$ cat config.mk
export PLATFORM = sky130hd
export DESIGN_NAME = perceptron_trainer_fixed
export DESIGN_NICKNAME = d
export VERILOG_FILES = /design/src/rtl/perceptron_trainer_fixed.sv
export SDC_FILE = /design/constraint.sdc
export NUM_CORES = 2
export LEC_CHECK = 0
export ABC_AREA = 1
export CAP_MARGIN = 20
export CORE_MARGIN = 1
export CORE_UTILIZATION = 60
export CTS_BUF_LIST = sky130_fd_sc_hd__clkbuf_8
export DETAILED_ROUTE_END_ITERATION = 6
export GPL_ROUTABILITY_DRIVEN = 0
export PLACE_DENSITY = 0.83
export SLEW_MARGIN = 20
export SYNTH_ARGS = -nofsm -noshare
export SYNTH_HDL_FRONTEND = slang
export SYNTH_SLANG_ARGS = --single-unit
$ cat constraint.sdc
create_clock -name clk -period 10.79 [get_ports clk]
set_clock_uncertainty 0.1 [all_clocks]
set_input_delay 2.158 -clock clk [delete_from_list [all_inputs] [get_ports clk]]
set_output_delay 2.158 -clock clk [all_outputs]
set_load 0.1 [all_outputs]
$ cat src/rtl/perceptron_trainer_fixed.sv
// Sequential perceptron trainer, Q3.12 fixed point: runs the perceptron learning
// rule over a 4-sample truth table until an error-free epoch or the epoch limit.
module perceptron_trainer_fixed #(
  parameter int tam        = 16,
  parameter int frac       = 12,
  parameter int max_epochs = 64,
  parameter int eta_shift  = 1
) (
  input  logic                clk,
  input  logic                rst,
  input  logic                start,
  input  logic [3:0][tam-1:0] in1,
  input  logic [3:0][tam-1:0] in2,
  input  logic [3:0][tam-1:0] d,
  input  logic [tam-1:0]      w0_init,
  input  logic [tam-1:0]      w1_init,
  input  logic [tam-1:0]      w2_init,
  output logic [tam-1:0]      w0,
  output logic [tam-1:0]      w1,
  output logic [tam-1:0]      w2,
  output logic                busy,
  output logic                done,
  output logic                converged,
  output logic [7:0]          epochs
);

  localparam int NW = 2*tam + 2;
  localparam logic [tam-1:0] ETA = {{(tam-1){1'b0}}, 1'b1} << (frac - eta_shift);

  typedef enum logic [1:0] {IDLE, EVAL, UPDATE, DONE} state_t;

  state_t               state_q;
  logic [3:0][tam-1:0]  x1_q, x2_q;
  logic [3:0]           dbit_q;
  logic [tam-1:0]       w0_q, w1_q, w2_q;
  logic [tam-1:0]       w0_d, w1_d, w2_d;
  logic [1:0]           idx_q;
  logic [7:0]           epoch_q;
  logic [2:0]           errcnt_q, errcnt_d;
  logic                 errp_q, errn_q;
  logic                 busy_q, done_q, conv_q;

  logic [tam-1:0]          xa, xb;
  logic signed [2*tam-1:0] ea, eb, ew1, ew2, p1, p2, s1, s2;
  logic signed [NW-1:0]    net;
  logic                    y, err_any;
  logic signed [tam-1:0]   dx1, dx2;

  function automatic logic [tam-1:0] sat_add(input logic [tam-1:0] a,
                                             input logic [tam-1:0] b,
                                             input logic           sub);
    logic [tam:0] s;
    s = sub ? ({a[tam-1], a} - {b[tam-1], b}) : ({a[tam-1], a} + {b[tam-1], b});
    if (s[tam] != s[tam-1])
      return s[tam] ? {1'b1, {(tam-1){1'b0}}} : {1'b0, {(tam-1){1'b1}}};
    return s[tam-1:0];
  endfunction

  // Products are formed at 2*tam and the sum at 2*tam+2 so net can never wrap.
  always_comb begin
    xa  = x1_q[idx_q];
    xb  = x2_q[idx_q];
    ea  = {{tam{xa[tam-1]}}, xa};
    eb  = {{tam{xb[tam-1]}}, xb};
    ew1 = {{tam{w1_q[tam-1]}}, w1_q};
    ew2 = {{tam{w2_q[tam-1]}}, w2_q};
    p1  = ew1 * ea;
    p2  = ew2 * eb;
    s1  = p1 >>> frac;
    s2  = p2 >>> frac;
    net = {{(NW-tam){w0_q[tam-1]}}, w0_q}
        + {{2{s1[2*tam-1]}}, s1}
        + {{2{s2[2*tam-1]}}, s2};
    y   = ~net[NW-1] && (net != '0);

    dx1      = $signed(xa) >>> eta_shift;
    dx2      = $signed(xb) >>> eta_shift;
    w0_d     = sat_add(w0_q, ETA, errn_q);
    w1_d     = sat_add(w1_q, dx1, errn_q);
    w2_d     = sat_add(w2_q, dx2, errn_q);
    err_any  = errp_q | errn_q;
    errcnt_d = errcnt_q + {2'b00, err_any};
  end

  always_ff @(posedge clk) begin
    if (rst) begin
      state_q  <= IDLE;
      x1_q     <= '0;
      x2_q     <= '0;
      dbit_q   <= '0;
      w0_q     <= '0;
      w1_q     <= '0;
      w2_q     <= '0;
      idx_q    <= '0;
      epoch_q  <= '0;
      errcnt_q <= '0;
      errp_q   <= 1'b0;
      errn_q   <= 1'b0;
      busy_q   <= 1'b0;
      done_q   <= 1'b0;
      conv_q   <= 1'b0;
    end else begin
      case (state_q)
        IDLE, DONE: begin
          if (start) begin
            x1_q <= in1;
            x2_q <= in2;
            for (int unsigned i = 0; i < 4; i++) dbit_q[i] <= (d[i] != '0);
            w0_q     <= w0_init;
            w1_q     <= w1_init;
            w2_q     <= w2_init;
            idx_q    <= '0;
            epoch_q  <= '0;
            errcnt_q <= '0;
            busy_q   <= 1'b1;
            done_q   <= 1'b0;
            conv_q   <= 1'b0;
            state_q  <= EVAL;
          end
        end
        EVAL: begin
          errp_q  <= dbit_q[idx_q] & ~y;
          errn_q  <= ~dbit_q[idx_q] & y;
          state_q <= UPDATE;
        end
        UPDATE: begin
          if (err_any) begin
            w0_q     <= w0_d;
            w1_q     <= w1_d;
            w2_q     <= w2_d;
            errcnt_q <= errcnt_d;
          end
          if (idx_q != 2'd3) begin
            idx_q   <= idx_q + 2'd1;
            state_q <= EVAL;
          end else begin
            epoch_q <= epoch_q + 8'd1;
            if (errcnt_d == '0) begin
              busy_q  <= 1'b0;
              done_q  <= 1'b1;
              conv_q  <= 1'b1;
              state_q <= DONE;
            end else if (epoch_q + 8'd1 == 8'(max_epochs)) begin
              busy_q  <= 1'b0;
              done_q  <= 1'b1;
              conv_q  <= 1'b0;
              state_q <= DONE;
            end else begin
              idx_q    <= '0;
              errcnt_q <= '0;
              state_q  <= EVAL;
            end
          end
        end
        default: state_q <= IDLE;
      endcase
    end
  end

  assign w0        = w0_q;
  assign w1        = w1_q;
  assign w2        = w2_q;
  assign busy      = busy_q;
  assign done      = done_q;
  assign converged = conv_q;
  assign epochs    = epoch_q;

endmodule

==> metrics.md <==
| Metric | Value |
|---|---|
| Status | `finished with violations` |
| Violated checks | `design-rule violations` |
| Leakage | `~17 nW` |
| Least-Margin Pin Slew | `1.12 ns` |
| Sequential element share of the synthesized area | `12.4%` |
| H-Tree Depth | `4` |
| Post-synth ARST share | `0%` |
| Critical Path Sink Type | `register` |
| Final WL | `roughly 96 mm` |
| CTS tree | `built` |
| IO Pins | `approximately 300` |
| Chip width | `234 µm` |
| GRT overflow | `0` |
| Leading cell type in the layout, fill and taps excluded | `inv_1` |
| Clk root buf | `clkbuf_8` |
| Int Power | `3.39 mW` |
| Post-synth net total | `between 5k and 6k` |
| Row Count | `84` |
| Clock Sink Count | `200` |
| Comb pwr share | `81.0%` |
| Post-CTS setup buffers | `0` |
| Synth Area in Compound Gates | `8.31%` |
| Commonest cells after routing, fill and taps aside | `inv_1 (789), nand2_1 (753), nor2_1 (701)` |
| Core Region | `52,900 µm²` |
| P per Cell Area | `226 nW/µm²` |
| Initial DRC Count | `3,134` |
| Tmin final | `9.85 ns` |
| Highest clock rate | `0.102 GHz` |
| Max stage delay on crit path | `0.55 ns` |
| DRT Pass-1 Iters | `7` |
| Layout Nets | `~5.5k` |
| FF-to-FF setup slack | `around 0.94 ns` |
| Startpoint Class | `register` |
| Setup CP Type | `register to register` |
| RSZ-0062 raised after global routing | `false` |
| Pin count of the biggest net entering global routing | `123` |
| Post-Syn Area | `about 32,000 µm²` |
| Slowest CP cell | `buf_4` |
| Setup TNS | `0 ns` |
| Sw frac | `58.4%` |
| Final Hold Vio Count | `0` |
| Crit path arrival time | `10.28 ns` |
| Synth Area in XOR/XNOR | `3.74%` |
| ANT nets after route | `0` |
| Synth Register Bits | `200` |
| Yosys cell types | `50` |
| Clock network power share | `7.3%` |
| Seq pwr share | `a little under an eighth` |
| Worst EP required | `11.22 ns` |
| FF+latch area | `4010 µm²` |
| Area growth, synth to finish | `11.7%` |
| Post-synth top flop | `dfxtp_1` |
| Layout cells sized above 1 | `2.98%` |
| Max FO, Critical Path | `67` |
| Mean routed wirelength per cell | `18.6 µm` |
| Finished Core Util | `between 60% and 70%` |
| Gr usage total | `35.8%` |
| Die H | `approximately 230 µm` |
| Initial Util | `61.2%` |
| Number of global-route vias before repair | `about 29k` |
| Most used cell, CP | `nand2_1` |
| Final setup violation count | `0` |
| HPWL after DPL | `between 70 and 80 mm` |
| Adder-cell share of the synthesized area | `42.6%` |
| Multi-input gate area | `about 25,000 µm²` |
| Mean area per synthesized cell | `7.58 µm²` |
| Period Utilization, post-route | `about 91%` |
| Routed via count | `29.2k` |
| CTS Buf Count | `17` |
| Mapped Cells | `between 4k and 5k` |
| Post-synthesis mux area share | `0%` |
| Maxcap violations | `0` |
| First-pass GRT wire length | `150 mm` |
| Residual DRC count | `50` |
| Psw | `4.76 mW` |
| CTS clock-pin slew for the worst setup and hold paths | `0.14 ns` |
| HP Class | `register to register` |
| Initial antenna violation count | `5` |
| Max Slew Vio Count | `0` |
| Post-DR vias/cell | `5.66` |
| Port Buffer Count | `approximately 300` |
| Filler instances | `4,289` |
| Post-cts hold buffer count | `0` |
| Post_cts resized | `0` |
| Die area | `54,800 µm²` |
| Rel. slew slack | `25.4%` |
| Main combinational cell family by area after synthesis | `adder cells` |
| Max VDD drop | `0.000335 V` |
| Worst-Skew Late Latency | `~0.6 ns` |
| CTS Buffer Depth | `2` |
| Synth warnings | `0` |
| Simple-gate share of the synthesized area | `21.3%` |
| Number of synthesized flops with an enable pin | `0` |
final cells by class:
type                            instances  area share (%)
Clock inverter                         15           0.648
Inverter                              812            8.45
Multi-Input combinational cell       3091            68.0
Tap cell                              688            2.38
Sequential cell                       200            11.1
Timing Repair Buffer                  323            8.78
Antenna cell                            4          0.0277
Clock buffer                           17           0.648
Yosys cell counts (2+ instances only):
| cell type | number | area, µm² |
|---|---|---|
| a221oi_1 | 16 | 140 |
| fa_1 | 546 | 10900 |
| inv_1 | 791 | 2970 |
| nor3_1 | 18 | 90.1 |
| and2_1 | 7 | 43.8 |
| a211oi_1 | 2 | 15.0 |
| buf_4 | 5 | 37.5 |
| nand2_1 | 755 | 2830 |
| nor4_1 | 18 | 113 |
| o21a_1 | 13 | 97.6 |
| buf_1 | 22 | 82.6 |
| nor3_2 | 3 | 30.0 |
| xnor2_1 | 53 | 464 |
| nand3b_1 | 10 | 75.1 |
| nand3_2 | 6 | 60.1 |
| a21oi_2 | 12 | 105 |
| a31oi_1 | 10 | 62.6 |
| nand2_2 | 31 | 194 |
| o2111ai_1 | 2 | 17.5 |
| o221ai_1 | 8 | 70.1 |
| buf_6 | 13 | 146 |
| o21bai_1 | 8 | 60.1 |
| nand3_1 | 126 | 631 |
| a21o_1 | 6 | 45.0 |
| xor2_1 | 85 | 744 |
| a22oi_1 | 4 | 30.0 |
| o211ai_1 | 7 | 52.6 |
| a21boi_0 | 3 | 22.5 |
| clkbuf_1 | 107 | 402 |
| a21oi_1 | 169 | 846 |
| buf_2 | 13 | 65.1 |
| nor2_1 | 701 | 2630 |
| nand4_1 | 17 | 106 |
| ha_1 | 226 | 2830 |
| o31ai_1 | 3 | 22.5 |
| dfxtp_1 | 200 | 4000 |
| nor2_2 | 2 | 12.5 |
| clkinv_1 | 11 | 41.3 |
| o21ai_0 | 213 | 1070 |
| or2_2 | 2 | 12.5 |
| inv_2 | 10 | 37.5 |
worst paths after layout:
check                                   end        start  cells after the start
worst min register to register  errcnt_q[0]  errcnt_q[0]                      2
worst min-delay path            errcnt_q[0]  errcnt_q[0]                      2
worst max register to register       errp_q     idx_q[0]                     45
worst max-delay path                 errp_q     idx_q[0]                     45
power by group through the flow:
stage	clock (mW)	combinational (mW)	sequential, mW
after global placement	0	6.24	0.960
after global routing	0.631	7.34	0.960
final	0.595	6.60	0.953
after detailed placement	0	6.41	0.963
after floorplan	0	4.72	1.10
after CTS	0.600	6.44	0.946
state kept, by name, indices dropped and copies added, names as in the netlist:
register	count
errn_q	1
state_q	2
w2	16
busy	1
done	1
epochs	8
errcnt_q	3
converged	1
w1	16
dbit_q	4
x2_q	64
idx_q	2
w0	16
errp_q	1
x1_q	64
critical path, delay by kind of cell, from the launching register on:
family	cells	cell delay [ns]
and+or+nand+nor	21	2.71
adders and majority gates	9	4.06
AOI/OAI and AO/OA	6	1.13
xor gates and xnor gates	1	0.08
DFF	1	0.36
buffers and inverters	8	1.34
layer usage:
layer	track usage [%]	vias up	wire length (µm)
met1	46.6	13700	36900
met2	55.6	1816	42500
met4	14.5	2	3860
li1	-	13300	-
met3	11.0	328	12300
met5	0	-	11
kinds of logic (layout without fill, tap and decap cells):
| kind of cell | count (synthesis) | after routing |
|---|---|---|
| and+or+nand+nor | 1701 | 1701 |
| DFF | 200 | 200 |
| buffers and inverters | 972 | 1167 |
| adders and majority gates | 772 | 772 |
| xor gates and xnor gates | 138 | 138 |
| AOI/OAI and AO/OA | 480 | 480 |
| other | 0 | 4 |
metrics by stage:
stage | hold slack [ns] | setup slack (ns) | power, mW | cell area, µm² | instances
floorplan | 0.344 | 2.20 | 5.82 | 32300 | 4263
global placement | 0.361 | 1.29 | 7.20 | 35700 | 5114
detailed placement | 0.369 | 1.13 | 7.37 | 35700 | 5114
CTS | 0.387 | 1.12 | 7.99 | 36100 | 5146
global route | 0.407 | 0.306 | 8.93 | 36100 | 5148
finish | 0.386 | 0.940 | 8.15 | 36100 | 5150
Note: power is estimated with default switching activity, not from simulation.
